==> src/rtl/vga_timing_pkg.sv <==
// vga_timing_pkg
//   Shared timing constants for the 640x480@60 Hz VGA generator.
//   Contents:
//     H_*/V_* porch/sync/display widths and the derived line/frame totals
//     HSYNC_*/VSYNC_* first and last coordinate of each sync pulse
//     coord_t  10-bit pixel/line coordinate
//     sync_t   bundle of the registered sync/blanking outputs
//     wrapInc  modulo increment used by both coordinate counters
package vga_timing_pkg;

  localparam int H_DISPLAY = 640;
  localparam int H_FRONT   = 16;
  localparam int H_SYNC    = 96;
  localparam int H_BACK    = 48;
  localparam int H_TOTAL   = H_DISPLAY + H_FRONT + H_SYNC + H_BACK;

  localparam int V_DISPLAY = 480;
  localparam int V_FRONT   = 10;
  localparam int V_SYNC    = 2;
  localparam int V_BACK    = 33;
  localparam int V_TOTAL   = V_DISPLAY + V_FRONT + V_SYNC + V_BACK;

  localparam int HSYNC_START = H_DISPLAY + H_FRONT;
  localparam int HSYNC_END   = HSYNC_START + H_SYNC - 1;
  localparam int VSYNC_START = V_DISPLAY + V_FRONT;
  localparam int VSYNC_END   = VSYNC_START + V_SYNC - 1;

  localparam int CLK_DIV = 4;

  localparam int COORD_W = 10;
  typedef logic [COORD_W-1:0] coord_t;

  // Sync pins are active-low; video_on is active-high.
  typedef struct packed {
    logic hsync;
    logic vsync;
    logic video_on;
  } sync_t;

  // Step a coordinate by one, folding total-1 back to zero.
  function automatic coord_t wrapInc(input coord_t v, input int total);
    if (v == coord_t'(total - 1)) begin
      return '0;
    end
    return v + coord_t'(1);
  endfunction

endpackage

==> src/rtl/vga_tick_gen.sv <==
// vga_tick_gen
//   Divides the system clock down to a one-clock-wide pixel enable that
//   fires once every CLK_DIV clocks. CLK_DIV must be at least 2.
//   Ports:
//     clk     in   system clock
//     reset   in   synchronous, active-high; restarts the divide phase
//     p_tick  out  high for one clk whenever the divider sits at CLK_DIV-1
module vga_tick_gen import vga_timing_pkg::*; #(
  parameter int CLK_DIV = vga_timing_pkg::CLK_DIV
) (
  input  logic clk,
  input  logic reset,
  output logic p_tick
);

  localparam int DIV_W = $clog2(CLK_DIV);

  logic [DIV_W-1:0] div_q;
  logic [DIV_W-1:0] div_d;

  // Free-running modulo-CLK_DIV phase counter.
  always_comb begin
    div_d = div_q + DIV_W'(1);
    if (div_q == DIV_W'(CLK_DIV - 1)) begin
      div_d = '0;
    end
  end

  // Phase register; reset puts the tick CLK_DIV-1 clocks away.
  always_ff @(posedge clk) begin
    if (reset) begin
      div_q <= '0;
    end else begin
      div_q <= div_d;
    end
  end

  // Decoded straight from the register, so it is glitch-free and exactly
  // one clk wide.
  assign p_tick = (div_q == DIV_W'(CLK_DIV - 1));

endmodule

==> src/rtl/vga_sync.sv <==
// vga_sync
//   VGA timing generator: pixel-enable divider, horizontal/vertical
//   coordinate counters and registered sync/blanking decode.
//   Ports:
//     clk       in   system clock (100 MHz for 25 MHz pixels at CLK_DIV=4)
//     reset     in   synchronous, active-high
//     hsync     out  horizontal sync, active-low
//     vsync     out  vertical sync, active-low
//     video_on  out  high while (x,y) lies in the visible area
//     p_tick    out  one-clk pixel enable, once every CLK_DIV clocks
//     x         out  current pixel column, 0..H_TOTAL-1
//     y         out  current line, 0..V_TOTAL-1
module vga_sync import vga_timing_pkg::*; #(
  parameter int H_DISPLAY = vga_timing_pkg::H_DISPLAY,
  parameter int H_FRONT   = vga_timing_pkg::H_FRONT,
  parameter int H_SYNC    = vga_timing_pkg::H_SYNC,
  parameter int H_BACK    = vga_timing_pkg::H_BACK,
  parameter int V_DISPLAY = vga_timing_pkg::V_DISPLAY,
  parameter int V_FRONT   = vga_timing_pkg::V_FRONT,
  parameter int V_SYNC    = vga_timing_pkg::V_SYNC,
  parameter int V_BACK    = vga_timing_pkg::V_BACK,
  parameter int CLK_DIV   = vga_timing_pkg::CLK_DIV
) (
  input  logic         clk,
  input  logic         reset,
  output logic         hsync,
  output logic         vsync,
  output logic         video_on,
  output logic         p_tick,
  output logic [9:0]   x,
  output logic [9:0]   y
);

  localparam int H_TOT    = H_DISPLAY + H_FRONT + H_SYNC + H_BACK;
  localparam int V_TOT    = V_DISPLAY + V_FRONT + V_SYNC + V_BACK;
  localparam int HS_START = H_DISPLAY + H_FRONT;
  localparam int HS_END   = HS_START + H_SYNC - 1;
  localparam int VS_START = V_DISPLAY + V_FRONT;
  localparam int VS_END   = VS_START + V_SYNC - 1;

  logic   tick;
  coord_t x_q, x_d;
  coord_t y_q, y_d;
  sync_t  sync_q, sync_d;

  vga_tick_gen #(
    .CLK_DIV (CLK_DIV)
  ) u_tick_gen (
    .clk    (clk),
    .reset  (reset),
    .p_tick (tick)
  );

  // Coordinate counters move only on pixel ticks; the line counter steps
  // on the same tick that the column counter wraps.
  always_comb begin
    x_d = x_q;
    y_d = y_q;
    if (tick) begin
      x_d = wrapInc(x_q, H_TOT);
      if (x_q == coord_t'(H_TOT - 1)) begin
        y_d = wrapInc(y_q, V_TOT);
      end
    end
  end

  // Decode from the next-state coordinates so the registered outputs
  // change on the very edge that x/y change.
  always_comb begin
    sync_d          = '0;
    sync_d.hsync    = !((x_d >= coord_t'(HS_START)) && (x_d <= coord_t'(HS_END)));
    sync_d.vsync    = !((y_d >= coord_t'(VS_START)) && (y_d <= coord_t'(VS_END)));
    sync_d.video_on = (x_d < coord_t'(H_DISPLAY)) && (y_d < coord_t'(V_DISPLAY));
  end

  // State registers; reset lands on the top-left visible pixel.
  always_ff @(posedge clk) begin
    if (reset) begin
      x_q    <= '0;
      y_q    <= '0;
      sync_q <= '{hsync: 1'b1, vsync: 1'b1, video_on: 1'b1};
    end else begin
      x_q    <= x_d;
      y_q    <= y_d;
      sync_q <= sync_d;
    end
  end

  assign x        = x_q;
  assign y        = y_q;
  assign hsync    = sync_q.hsync;
  assign vsync    = sync_q.vsync;
  assign video_on = sync_q.video_on;
  assign p_tick   = tick;

endmodule

==> config.mk <==
export PLATFORM = sky130hd
export DESIGN_NAME = vga_sync
export DESIGN_NICKNAME = d
export VERILOG_FILES = /design/src/rtl/vga_timing_pkg.sv /design/src/rtl/vga_tick_gen.sv /design/src/rtl/vga_sync.sv
export SDC_FILE = /design/constraint.sdc
export NUM_CORES = 1
export LEC_CHECK = 0
export BUFFER_PORTS_ARGS = -buffer_cell sky130_fd_sc_hd__buf_2
export CAP_MARGIN = 20
export CORE_MARGIN = 2
export CORE_UTILIZATION = 45
export CTS_BUF_LIST = sky130_fd_sc_hd__clkbuf_8
export CTS_CLUSTER_SIZE = 12
export DETAILED_ROUTE_END_ITERATION = 10
export GPL_ROUTABILITY_DRIVEN = 1
export PLACE_DENSITY = 0.67
export SLEW_MARGIN = 5
export SYNTH_ARGS = -nofsm -noshare
export SYNTH_HDL_FRONTEND = slang
export SYNTH_SLANG_ARGS = --single-unit
==> constraint.sdc <==
create_clock -name clk -period 2.9 [get_ports clk]
set_input_delay 0.58 -clock clk [delete_from_list [all_inputs] [get_ports clk]]
set_output_delay 0.58 -clock clk [all_outputs]
set_load 0.05 [all_outputs]
Word-level counts from Yosys, hierarchy flattened

Cells that the tools add are included.

ROM bits: 0
RAM bits: 0
Input port bits: 2
Memories kept: 0
Output and inout port bits: 24
Latch bits: 0
Register bits after elaboration: 25

Bitwise logic cells: 0
Reduce and logical (&&, ||, !) cells: 6
Equal/unequal tests: 3
Add/subtract/negate cells: 3
Mux-type cells: 12
$mul: 0
Divide/modulo/power cells: 0
$lt $le $gt $ge: 6
Shift operators: 0

Operator list:

| kind                                                                               | count |
|---|---|
| 10-bit 2-to-1 mux                                                                  | 7 |
| 10-bit by 1-bit adder with 10-bit output (second input constant)                   | 2 |
| 10-bit equality test (second input constant)                                       | 2 |
| 10-bit >= comparator (second input constant)                                       | 1 |
| 10-bit by 9-bit >= comparator with 1-bit output (second input constant)            | 1 |
| 10-bit less-or-equal comparator (second input constant)                            | 1 |
| 10-bit by 9-bit less-or-equal comparator with 1-bit output (second input constant) | 1 |
| 10-bit less-than comparator (second input constant)                                | 1 |
| 10-bit by 9-bit less-than comparator with 1-bit output (second input constant)     | 1 |
| 1-bit 2-to-1 mux                                                                   | 5 |
| 1-bit logical AND                                                                  | 3 |
| 2-bit by 1-bit adder with 2-bit output (second input constant)                     | 1 |
| 2-bit equality test (second input constant)                                        | 1 |
| 1-bit logical NOT                                                                  | 2 |
| 2-bit OR reduction                                                                 | 1 |

Longest topological paths before layout

Depth after elaboration: 10
Mapped depth: 8
Gate-level depth less buffers: 7

Hierarchy

From an unflattened synthesis, not the netlist that was laid out.

Cell total of the unflattened synthesis: 166
Area, all modules: 1534.0 um^2

By module, submodules not included:

| module       | times used | area each (um^2) | cells each |
|---|---|---|---|
| vga_sync     | 1          | 1458.9           | 161 |
| vga_tick_gen | 1          | 75.1             | 5 |

Least setup slack after synthesis

Ideal clock, no wire load.

Path kind: register to register
Start: reg u_tick_gen.div_q[0]
End: reg y_q[4] (netlist: y[4])
Required time: 2829 ps
Cell stages (with the launch flop): 9
Arrival: 2408 ps
Path slack: 422 ps
Path through: dfxtp_1 ha_1 buf_4 nand4_4 or3_1 buf_2 or2_1 or3_1 a21oi_1

Cells in the longest elaborated chain, start to end: 2

Ends and longest elaborated chain:

| item                     | line               | RTL |
|---|---|---|
| start: declaration       | vga_tick_gen.sv:18 | `logic [DIV_W-1:0] div_q;` |
| start signal: assignment | vga_tick_gen.sv:34 | `div_q <= div_d;` |
| 2-bit equality test      | vga_tick_gen.sv:40 | `assign p_tick = (div_q == DIV_W'(CLK_DIV - 1));` |
| net p_tick               | vga_sync.sv:29     | `output logic p_tick,` |
| 10-bit 2-to-1 mux        | vga_sync.sv:59     | `if (tick) begin` |
| end signal: assignment   | vga_sync.sv:84     | `y_q <= y_d;` |
| end: declaration         | vga_sync.sv:43     | `coord_t y_q, y_d;` |

The timed path passes the listed nets, and every way through them passes these cells.
A chain may end at the register's enable or synchronous reset.

Worst setup path after layout

Start: reg u_tick_gen.div_q[0]
End: reg sync_q, in the netlist hsync

Cells in the longest elaborated chain, start to end: 5

Ends and longest elaborated chain:

| item                                                                    | line               | RTL |
|---|---|---|
| 2-bit equality test *                                                   | vga_tick_gen.sv:40 |  |
| 10-bit 2-to-1 mux *                                                     | vga_sync.sv:59     |  |
| 10-bit >= comparator or 10-bit less-or-equal comparator (tied branches) | vga_sync.sv:71     | `sync_d.hsync = !((x_d >= coord_t'(HS_START)) && (x_d <= coord_t'(HS_END)));` |
| 1-bit logical AND *                                                     | vga_sync.sv:71     |  |
| 1-bit logical NOT *                                                     | vga_sync.sv:71     |  |
| end signal: assignment                                                  | vga_sync.sv:81     | `sync_q <= '{hsync: 1'b1, vsync: 1'b1, video_on: 1'b1};` |
| end signal: assignment                                                  | vga_sync.sv:85     | `sync_q <= sync_d;` |
| end: declaration                                                        | vga_sync.sv:44     | `sync_t sync_q, sync_d;` |

Mark *: on every way between the ends. The rest lies on a longest branch, timed or not.

==> impl_metrics.ini <==
[status]
outcome = finished, final reports clean

[clocking]
tritoncts_num_sinks = 25
cts_hold_buf = 0
cts_root_buf = sky130_fd_sc_hd__clkbuf_8
cts.path.max_buffers = 2
tritoncts.num_buffers = 3
clk_pin_slew_worst_paths_ps = 80
tritoncts = yes
cts_repair_resize_count = 0
cts_htree_levels = 1
cts_setup_buffers = 0
clk_latency_ps = 270

[power_and_ir_drop]
internal_power_mw = 0.4507
power.share.switching_pct = 23.01
power_per_cell_area_nw_per_um2 = 396.4
vdd.ir_drop.worst_v = 0.0002763
power.clock.fraction_pct = 35.5
power.share.sequential_pct = 59.9
p_leak_nw = 0.5619
comb_power_share_pct = 4.6
netSwitchingPower_mw = 0.1347

[synth]
yosysSeqAreaShare_pct = 38.50
synth_simple_gate_area_share_pct = 33.69
synth_top_area_cells = sky130_fd_sc_hd__dfxtp_1 (38%), sky130_fd_sc_hd__xnor2_1 (6.1%), sky130_fd_sc_hd__nor2_1 (4.6%)
post_synth_mux_area_share_pct = 2.406
post_synth_xor_area_fraction_pct = 8.758
largest_family_of_logic_cells_by_synthesized_area = simple AND/OR/NAND/NOR gates
synth-compound-area-share_pct = 9.721
avgSynthCellArea_um2 = 8.725
yosys.cell_types.count = 46
synthesis.nets = 155
postSynth.asyncResetShare_pct = 0
flip_flop_cell_with_the_highest_count_after_synthesis = sky130_fd_sc_hd__dfxtp_1
synth_area_leader_cell = sky130_fd_sc_hd__dfxtp_1
synthCells = 149
synth_adder_area_share_pct = 3.850
yosysWarningCount = 0
synth.cell_area_um2 = 1300
yosys_register_bits = 25
synth.top_cell.area_share_pct = 38.50
synth-edff-count = 0

[detailed_routing]
drc_errors = 0
first_pass_iters = 4
detailroute.via_count = 1163
drtAntennaViolNets = 0
post_drt_wl_per_cell_um = 14.22
drt-total-wl_um = 2873
routed_via_density = 5.757
initialDrtViolationCount = 51

[floorplanning]
fp.dieW_um = 57.75
coreArea_um2 = 2758
effective_utilization_at_floorplan_pct = 47.14
fp.dieArea_um2 = 3335
fp.dieH_um = 57.75
io_pins = 26
placement_rows = 19

[worst_setup_path]
r2r_slack_ps = 540
path_class = flop to flop
crit_chain = ha_1 > nand4_1 > or4_1 > a21boi_0 > o211a_1 > o311ai_0
cpPeakStageDelay_ps = 580
critPathCapture = hsync
critical_path.n_buffers_inverters = 0
reg2reg_depth = 6
cp-startpoint = u_tick_gen.div_q[0]
cp-start-kind = flop
reg2reg_from = u_tick_gen.div_q[0]
critical_path.top_delay_family = simple AND/OR/NAND/NOR gates
worst-endpoint-required_ps = 3030
setup_crit_end_kind = flop
critPathMaxFanout = 11
timing.critical_path.arrival_ps = 2490
critical_path_depth = 6
worst_r2r_endpoint = hsync
critPathSlowestCell = sky130_fd_sc_hd__or4_1

[layout]
fin_nets = 178
layout_filler_cell_count = 247
postLayoutCoreUtil_pct = 53.54
antenna_cells = 0
final_layout_size_suffix_gt1_share_pct = 19.30
area_growth_syn_to_layout_pct = 13.57
layout.area.seq_um2 = 500.5
finalInstanceArea_um2 = 1476
multiInputGateArea_um2 = 759.5

[grt]
antenna_violations_before_repair = 0
gr-total-overflow = 0
first_pass_grt_wire_length_um = 4899
via_count_of_the_first_global_routing_pass = 1069
groute.usage.overall_pct = 18.81
grt_max_degree = 24

[timing]
finalWorstPathRequiredPeriod_ps = 2360
totalNegativeSetupSlack_ps = 0
achievable-frequency_mhz = 423.7
slew_headroom_pct = 55.58
clock-skew-final_ps = 4.039
final_min_period_over_clock_period_pct = 81.39
setup-violations-final = 0
final_hold_viol_count = 0
slew_violations = 0
timing_worst_slew_pin_value_ps = 662.6
rsz0062_at_grt = no

[placement]
io_buf_count = 25
detailedPlacementHpwl_um = 1996
finalWeightedCongestion = 0.7908
dpl-instance-area_um2 = 1431

[hold_path]
hold_path.class = flop to flop

[run]
cap_violations = 0
## how the worst min path moves through the flow
stage / from / end / slack [ps] / cells after the start
finish: u_tick_gen.div_q[0] / u_tick_gen.div_q[0] / 430 / 1
global route: u_tick_gen.div_q[0] / u_tick_gen.div_q[0] / 450 / 1
CTS: u_tick_gen.div_q[0] / u_tick_gen.div_q[0] / 430 / 1
detailed placement: u_tick_gen.div_q[0] / u_tick_gen.div_q[0] / 420 / 1
global placement: u_tick_gen.div_q[0] / u_tick_gen.div_q[0] / 410 / 1
floorplan: u_tick_gen.div_q[0] / u_tick_gen.div_q[0] / 400 / 1
## cells in the final DEF (no fill, tap or decap), drive strengths merged, types with 2 or more instances in the layout
master	netlist	routed
nor2b	2	2
dfxtp	25	25
a21oi	6	6
buf	4	25
nor3	10	10
nand3	7	7
inv	2	3
nand4	5	5
nor4b	2	2
nand2	14	14
nor2	16	16
or3	3	3
o21ai	2	2
xor2	4	4
mux2i	2	2
nor3b	2	2
ha	4	4
nor4	4	4
clkbuf	3	3
nand4b	2	2
xnor2	9	9
nand2b	2	2
## routing by layer
metal / up-vias / part of all wire [%] / global-route usage, %
li1: 587 / - / -
met1: 544 / 49 / 25.28
met2: 27 / 46 / 30.36
met3: 5 / 4.1 / 3.125
met4: 0 / 1.5 / 6.977
met5: - / 0 / 0
## sequential cells by signal (all words and copies together) (netlist names)
| register | count |
|---|---|
| y | 10 |
| video_on | 1 |
| hsync | 1 |
| u_tick_gen.div_q | 2 |
| vsync | 1 |
| x | 10 |
## synthesized netlist by cell type, drive strengths merged, types with 4 or more instances
cell	count
dfxtp	25
ha	4
xnor2	9
xor2	4
nor2	16
nand3	7
nand4	5
nor3	10
nand2	14
a21oi	6
buf	4
nor4	4
## stage by stage
step | std cells | hold WS (ps) | power, mW | setup WS, ps
finish | 202 | 428.1 | 0.5853 | 539.7
global route | 202 | 453.5 | 0.5981 | 323.7
CTS | 202 | 434.2 | 0.5878 | 531.8
detailed placement | 198 | 421.4 | 0.3863 | 554.6
global placement | 198 | 411.4 | 0.3848 | 645.9
floorplan | 149 | 404.3 | 0.3807 | 421.6
## cell families after synthesis
group,count (synthesis)
and+or+nand+nor,77
DFF,25
buffers and inverters,9
AOI/OAI and AO/OA,18
muxes,3
xor gates and xnor gates,13
adders and majority gates,4
## cell type report
type | instances | area share [%]
Inverter | 2 | 0.5085
Clock inverter | 1 | 0.2542
Tap cell | 31 | 2.627
Multi-Input combinational cell | 115 | 51.44
Timing Repair Buffer | 25 | 8.475
Clock buffer | 3 | 2.797
Sequential cell | 25 | 33.90
## power by group through the flow
stage / Sequential [mW] / Clock [mW] / Combinational, mW
global placement: 0.358 / 0 / 0.0263
detailed placement: 0.359 / 0 / 0.0274
global route: 0.351 / 0.217 / 0.0302
finish: 0.351 / 0.208 / 0.0271
CTS: 0.351 / 0.210 / 0.0275
floorplan: 0.363 / 0 / 0.0182
(Power assumes the default switching activity.)
